[config.mk]
export PLATFORM = sky130hd
export DESIGN_NAME = branch_ctrl
export DESIGN_NICKNAME = d
export VERILOG_FILES = /design/src/rtl/branch_ctrl.sv
export SDC_FILE = /design/constraint.sdc
export NUM_CORES = 1
export LEC_CHECK = 0
export CAP_MARGIN = 15
export CORE_UTILIZATION = 50
export DETAILED_ROUTE_END_ITERATION = 16
export DONT_BUFFER_PORTS = 1
export PLACE_DENSITY = 0.67
export SLEW_MARGIN = 30
export SYNTH_ARGS = -nofsm -noshare
export SYNTH_HDL_FRONTEND = slang
export SYNTH_SLANG_ARGS = --single-unit
[constraint.sdc]
create_clock -name clk_i -period 5.35 [get_ports clk_i]
set_input_delay 1.07 -clock clk_i [delete_from_list [all_inputs] [get_ports clk_i]]
set_output_delay 1.07 -clock clk_i [all_outputs]
set_load 0.02 [all_outputs]
[src/rtl/branch_ctrl.sv]
`default_nettype none
// ============================================================================
//  Module   : branch_ctrl
//  Function : EX-stage branch sequencer. Waits for flags, drives the branch
//             unit, then issues a PC redirect followed by a front-end flush.
//  Revision : 1.0  initial release
// ============================================================================
module branch_ctrl #(
   parameter int ADDR_W       = 32,
   parameter int FLUSH_CYCLES = 2,
   parameter int CNT_W        = 16
) (
   input  logic              clk_i,
   input  logic              rst_n_i,
   input  logic              br_valid_i,
   output logic              br_ready_o,
   input  logic [ADDR_W-1:0] br_pc_i,
   input  logic [2:0]        br_cc_i,
   input  logic [ADDR_W-1:0] br_src_i,
   input  logic              br_abs_i,
   input  logic [5:0]        flags_i,
   input  logic              flags_pending_i,
   input  logic              kill_i,
   output logic [ADDR_W-1:0] bu_pc_o,
   output logic [2:0]        bu_cc_o,
   output logic [5:0]        bu_flags_o,
   output logic [ADDR_W-1:0] bu_src_o,
   output logic              bu_abs_o,
   input  logic [ADDR_W-1:0] bu_dest_addr_i,
   input  logic              bu_branch_en_i,
   output logic              redirect_valid_o,
   output logic [ADDR_W-1:0] redirect_pc_o,
   output logic              flush_o,
   output logic              stall_o,
   output logic [CNT_W-1:0]  taken_cnt_o,
   output logic [CNT_W-1:0]  not_taken_cnt_o
);

   localparam int c_FCNT_W = $clog2(FLUSH_CYCLES + 1);

   typedef enum logic [2:0] {
      S_IDLE       = 3'd0,
      S_WAIT_FLAGS = 3'd1,
      S_EVAL       = 3'd2,
      S_REDIRECT   = 3'd3,
      S_FLUSH      = 3'd4
   } state_t;

   state_t              r_state;
   state_t              w_state_nxt;
   logic [ADDR_W-1:0]   r_pc;
   logic [ADDR_W-1:0]   r_src;
   logic [2:0]          r_cc;
   logic                r_abs;
   logic [5:0]          r_flags;
   logic [ADDR_W-1:0]   r_redirect_pc;
   logic [CNT_W-1:0]    r_taken_cnt;
   logic [CNT_W-1:0]    r_not_taken_cnt;
   logic [c_FCNT_W-1:0] r_fcnt;

   logic w_accept;
   logic w_capture;
   logic w_taken;
   logic w_not_taken;

   // kill_i overrides every transition and suppresses all side effects
   always_comb begin
      w_state_nxt = r_state;
      w_accept    = 1'b0;
      w_capture   = 1'b0;
      w_taken     = 1'b0;
      w_not_taken = 1'b0;
      if (kill_i) begin
         w_state_nxt = S_IDLE;
      end else begin
         case (r_state)
            S_IDLE: begin
               if (br_valid_i) begin
                  w_accept = 1'b1;
                  if ((br_cc_i == 3'b000) || !flags_pending_i) begin
                     w_capture   = 1'b1;
                     w_state_nxt = S_EVAL;
                  end else begin
                     w_state_nxt = S_WAIT_FLAGS;
                  end
               end
            end
            S_WAIT_FLAGS: begin
               if (!flags_pending_i) begin
                  w_capture   = 1'b1;
                  w_state_nxt = S_EVAL;
               end
            end
            S_EVAL: begin
               if (bu_branch_en_i) begin
                  w_taken     = 1'b1;
                  w_state_nxt = S_REDIRECT;
               end else begin
                  w_not_taken = 1'b1;
                  w_state_nxt = S_IDLE;
               end
            end
            S_REDIRECT: w_state_nxt = S_FLUSH;
            S_FLUSH: begin
               if (r_fcnt <= c_FCNT_W'(1)) begin
                  w_state_nxt = S_IDLE;
               end
            end
            default: w_state_nxt = S_IDLE;
         endcase
      end
   end

   always_ff @(posedge clk_i or negedge rst_n_i) begin
      if (!rst_n_i) begin
         r_state         <= S_IDLE;
         r_pc            <= '0;
         r_src           <= '0;
         r_cc            <= '0;
         r_abs           <= 1'b0;
         r_flags         <= '0;
         r_redirect_pc   <= '0;
         r_taken_cnt     <= '0;
         r_not_taken_cnt <= '0;
         r_fcnt          <= '0;
      end else begin
         r_state <= w_state_nxt;
         if (w_accept) begin
            r_pc  <= br_pc_i;
            r_src <= br_src_i;
            r_cc  <= br_cc_i;
            r_abs <= br_abs_i;
         end
         if (w_capture) begin
            r_flags <= flags_i;
         end
         if (w_taken) begin
            r_redirect_pc <= bu_dest_addr_i;
            r_taken_cnt   <= r_taken_cnt + CNT_W'(1);
         end
         if (w_not_taken) begin
            r_not_taken_cnt <= r_not_taken_cnt + CNT_W'(1);
         end
         if (r_state == S_REDIRECT) begin
            r_fcnt <= c_FCNT_W'(FLUSH_CYCLES);
         end else if (r_state == S_FLUSH) begin
            r_fcnt <= r_fcnt - c_FCNT_W'(1);
         end
      end
   end

   assign br_ready_o       = (r_state == S_IDLE);
   assign stall_o          = (r_state != S_IDLE);
   assign redirect_valid_o = (r_state == S_REDIRECT) && !kill_i;
   assign flush_o          = (r_state == S_REDIRECT) || (r_state == S_FLUSH);
   assign redirect_pc_o    = r_redirect_pc;
   assign taken_cnt_o      = r_taken_cnt;
   assign not_taken_cnt_o  = r_not_taken_cnt;

   assign bu_pc_o    = r_pc;
   assign bu_cc_o    = r_cc;
   assign bu_flags_o = r_flags;
   assign bu_src_o   = r_src;
   assign bu_abs_o   = r_abs;

endmodule
`default_nettype wire

# Word-level counts from Yosys, hierarchy flattened
# Index checks and enable logic that the tools add are counted.
totals:
  regBits: 143
  in_bits: 112
  out_inout_bits: 142
  wordCells: 54
op_classes:
  n_addsub: 3
  order_cmp: 1
  eq_ne: 7
  muxes: 23
  n_reduce_logical: 10
op_table:
  columns: ["op", "count"]
  rows:
  - ["$add A16 B1 Y16 const B", 2]
  - ["$pmux W3 S5", 1]
  - ["$mux W1", 13]
  - ["$mux W3", 4]
  - ["$mux W2", 4]
  - ["$eq A3 B2 Y1 const B", 2]
  - ["$logic_not A3 Y1", 2]
  - ["$ne A3 B3 Y1 const B", 2]
  - ["$eq A3 B1 Y1 const B", 1]
  - ["$eq A3 B3 Y1 const B", 1]
  - ["$ne A3 B2 Y1 const B", 1]
  - ["$reduce_and A3 Y1", 1]
  - ["$reduce_bool A3 Y1", 1]
  - ["$le A2 B1 Y1 const B", 1]
  - ["$logic_not A1 Y1", 2]
  - ["$logic_or A1 B1 Y1", 2]
  - ["$pmux W1 S2", 1]
  - ["$reduce_bool A2 Y1", 1]
  - ["$sub A2 B1 Y2 const B", 1]
  - ["$logic_and A1 B1 Y1", 1]

# Longest topological paths before layout
logic_depth:
  word_depth: 6
  depth_mapped: 7
  depth_no_buf: 5

# Least setup slack after synthesis
# No wires, ideal clock.
synth_timing:
  path_type: "input to output"
  from: "input kill_i"
  to: "output redirect_valid_o"
  arrival_time_ns: 1.555
  required_ns: 4.280
  slack_ns: 2.725
  cell_stages: 1
  path_buffers: 0
  cell_sequence: "nor3_1"
synth_between:
  elab_chain_cells: 2
synth_rtl:
  columns: ["element", "line", "source"]
  rows:
  - ["from (decl)", "23", "input logic kill_i,"]
  - ["$logic_not A1 Y1", "154", "assign redirect_valid_o = (r_state == S_REDIRECT) && !kill_i;"]
  - ["$logic_and A1 B1 Y1", "154", null]
  - ["to (decl)", "31", "output logic redirect_valid_o,"]
# No other way between the ends.

# Worst setup path after layout
layout_timing:
  from: "register r_state[2]"
  to: "register r_src[3], in the netlist bu_src_o[3]"
layout_between:
  elab_chain_cells: 3
layout_rtl:
  columns: ["element", "line", "source"]
  rows:
  - ["from (decl)", "49", "state_t r_state;"]
  - ["from (signal assigned)", "127", "r_state <= w_state_nxt;"]
  - ["$logic_not A3 Y1", null, null]
  - ["via br_ready_o", "16", "output logic br_ready_o,"]
  - ["$mux W1", "76", "case (r_state)"]
  - ["$mux W1", "73", "if (kill_i) begin"]
  - ["to (signal assigned)", "130", "r_src <= br_src_i;"]
  - ["to (decl)", "52", "logic [ADDR_W-1:0] r_src;"]
# The timed path passes the listed nets, and every way through them passes these cells.
# A chain may end at the register's enable or synchronous reset.

==> flow_metrics.py <==
metrics = {
    "timing": {
        "setup_violations": 0,
        "tns_ns": 0,
        "clock.fmax_mhz": 365.6,
        "post-route-period-util_pct": 51.13,
        "whs_ns": 0.3544,
        "skew_ns": 0.004346,
        "fin_ws_ns": 2.615,
        "final_max_slew_viol_count": 0,
        "max-slew-margin-rel_pct": 36.81,
        "hold_violations": 0,
        "rsz0062_at_grt": "no",
        "worstMarginPinSlew_ns": 0.9478,
        "fin_crit_ns": 2.735,
    },
    "detailed_routing": {
        "met2_length_mm": 5.955,
        "dr.pass1.iters": 4,
        "ant_nets": 0,
        "via_count": 3380,
        "drtIter0Drc": 177,
        "wl_met1_mm": 4.396,
        "wl_per_cell_um": 19.03,
        "routed_wl_mm": 11.61,
        "highest_layer": "met4",
        "vias_per_cell": 5.541,
        "wl_met3_mm": 1.057,
        "route.detailed.drc": 0,
    },
    "synth": {
        "ys_seq_area_share_pct": 62.04,
        "ys.flop_type": "dfrtp_1",
        "ys_ff_latch": 143,
        "avgSynthCellArea_um2": 12.57,
        "synth_area_leaders": "dfrtp_1, mux2_2, nand2_1, mux2_1, xnor2_1",
        "synth_common_cells": "dfrtp_1, nand2_1, mux2_2",
        "synth_area_mm2": 0.005768,
        "yosysTopAreaCellShare_pct": 62.04,
        "synthCells": 459,
        "synth_edf_count": 0,
        "yosys.cell_count.top_type": "dfrtp_1",
        "synth_cell_types": 37,
        "ys_warn_count": 0,
        "synth_nets": 574,
        "synthArstFlopShare_pct": 100.0,
        "yosys.area.top_type": "dfrtp_1",
    },
    "clock_network": {
        "clock_latency_ns": 0.41,
        "cts_root_buf": "clkbuf_16",
        "cts_max_level": 4,
        "cts_tree": "built",
        "cts_buffers": 17,
        "clockBufferDepth": 2,
        "cts_resized": 0,
        "clk_pin_slew_ns": 0.05,
        "cts_hold_buf": 0,
        "postCtsSetupRepairBufs": 0,
        "cts_sinks": 143,
    },
    "worst_hold_path": {
        "hp-class": "in -> async",
    },
    "power_and_ir_drop": {
        "p_seq_share_pct": 55.2,
        "power_uw": 3279,
        "peakVddDrop_mv": 0.3208,
        "power_switching_uw": 1020,
        "swShare_pct": 31.12,
        "combPwrFrac_pct": 8.4,
        "powerDensity_mw_per_mm2": 508.0,
        "power.internal_uw": 2258,
        "p_clk_share_pct": 36.5,
        "p_leak_uw": 0.003035,
    },
    "setup_path": {
        "cpPeakStageDelay_ns": 0.69,
        "worstSetupEndpointType": "flop",
        "crit_type": "reg -> reg",
        "r2r_cells": 4,
        "crit_slowest_cell": "nand3b_4",
        "required_ns": 5.63,
        "startpoint_type": "flop",
        "crit_path_max_fanout": 68,
        "cp_cell_sequence": "or3_1 > inv_2 > nand3b_4 > mux2_1",
        "cp_data_arrival_time_ns": 3.02,
    },
    "placed_design": {
        "pre_cts_slack_ns": 2.588,
        "place_congestion": 0.7387,
        "hpwl_mm": 8.272,
        "placedCellCount": 580,
        "port_buffers": 0,
    },
    "global_routing": {
        "grt_usage_pct": 19.77,
        "antenna_found_initial": 0,
        "grt_pass1_vias": 3410,
        "grt_max_degree": 144,
        "grt-ovfl-total": 0,
        "grt_pass1_wl_mm": 17.35,
    },
    "layout": {
        "n_antenna_cell": 0,
        "drive_gt1_share_pct": 20.64,
        "final_cells": 610,
        "syn_to_final_growth_pct": 11.89,
        "fin_nets": 574,
    },
    "die": {
        "die_w_um": 109.4,
        "initial_core_util_pct": 52.29,
        "num_rows": 38,
        "fp.dieH_um": 109.4,
        "coreArea_mm2": 0.01103,
        "io_pins": 254,
        "die_area_mm2": 0.01197,
    },
    "status": {
        "status": "completed",
    },
    "run": {
        "maxCapViolCount": 0,
    },
}
[final timing paths]
| kind | from | slack [ns] | to |
|---|---|---|---|
| worst min register to register | r_fcnt[1]$_DFFE_PN0P_ | 0.61 | r_fcnt[1]$_DFFE_PN0P_ |
| worst min-delay path | rst_n_i | 0.35 | redirect_pc_o[15]$_DFFE_PN0P_ |
| max in group asynchronous | rst_n_i | 4.73 | redirect_pc_o[13]$_DFFE_PN0P_ |
| min in group clk_i | r_fcnt[1]$_DFFE_PN0P_ | 0.61 | r_fcnt[1]$_DFFE_PN0P_ |
| worst max register to register | r_state[2]$_DFFE_PN0P_ | 2.61 | bu_src_o[3]$_DFFE_PN0P_ |
| worst max-delay path | r_state[2]$_DFFE_PN0P_ | 2.61 | bu_src_o[3]$_DFFE_PN0P_ |
[worst max-delay path, delay by kind of cell, from the launching register on]
kind,cells,cell delay (ns)
DFF,1,0.51
muxes,1,0.62
and+or+nand+nor,2,1.24
buffers and inverters,1,0.19
[state kept, by name (all words and copies together) (netlist names)]
register and flops:
bu_cc_o 3, r_fcnt 2, r_state 3, bu_pc_o 32
bu_abs_o 1, bu_flags_o 6, redirect_pc_o 32, not_taken_cnt_o 16
bu_src_o 32, taken_cnt_o 16
[routing by layer]
| layer | global-route usage (%) | up-vias |
|---|---|---|
| met5 | 0 | - |
| met4 | 7.429 | 0 |
| met3 | 10.49 | 14 |
| met2 | 32.17 | 145 |
| met1 | 21.91 | 1675 |
| li1 | - | 1546 |
[cells in the final DEF, fill, tap and decap left out, drive strengths merged]
master  instances
and4            2
clkbuf         24
or2             1
and3            6
and2            1
bufinv          3
nor3            7
a21oi           4
xnor2          18
nand2b          2
nor4b           3
dfrtp         143
ha              3
nand3b          1
mux2           75
clkinv          3
o221ai          1
o21ai           2
or3             4
inv             2
o22ai           1
o32ai           1
nor3b           1
or4b            1
nand2         119
nand4           8
nand3           9
xor2           12
nor4            5
nor2            8
[final cells by class]
cell class | count | area, µm²
clock inverter | 6 | 105.1
tap | 140 | 175.2
multi-input combinational | 295 | 2086
fill | 889 | 4577
sequential | 143 | 3578
inverter | 2 | 7.507
clock buffer | 24 | 501.7
[stage by stage]
stage                     instance area [µm²]  utilization [%]
after global placement                   5843            52.97
after global routing                     6454            58.51
after CTS                                6454            58.51
final                                    6454            58.51
after floorplan                          5768                -
after detailed placement                 5847            53.01
[power groups by stage]
stage	clock network [µW]	registers, µW	logic (µW)
3_5_place_dp	0	1830	283
6_report	1200	1810	275
4_1_cts	1220	1810	280
5_1_grt	1260	1840	317
3_3_place_gp	0	1820	258
2_1_floorplan	0	1750	250
[logic make-up after synthesis]
family | share of synthesized area [%]
AND/OR/NAND/NOR | 15.16
flip-flops | 62.04
multiplexers | 14.64
XOR/XNOR | 4.555
buffers and inverters | 2.017
AO/OA/AOI/OAI | 0.9329
adder cells (fa/ha/maj) | 0.6508
Power figures use the tool's default switching activity.
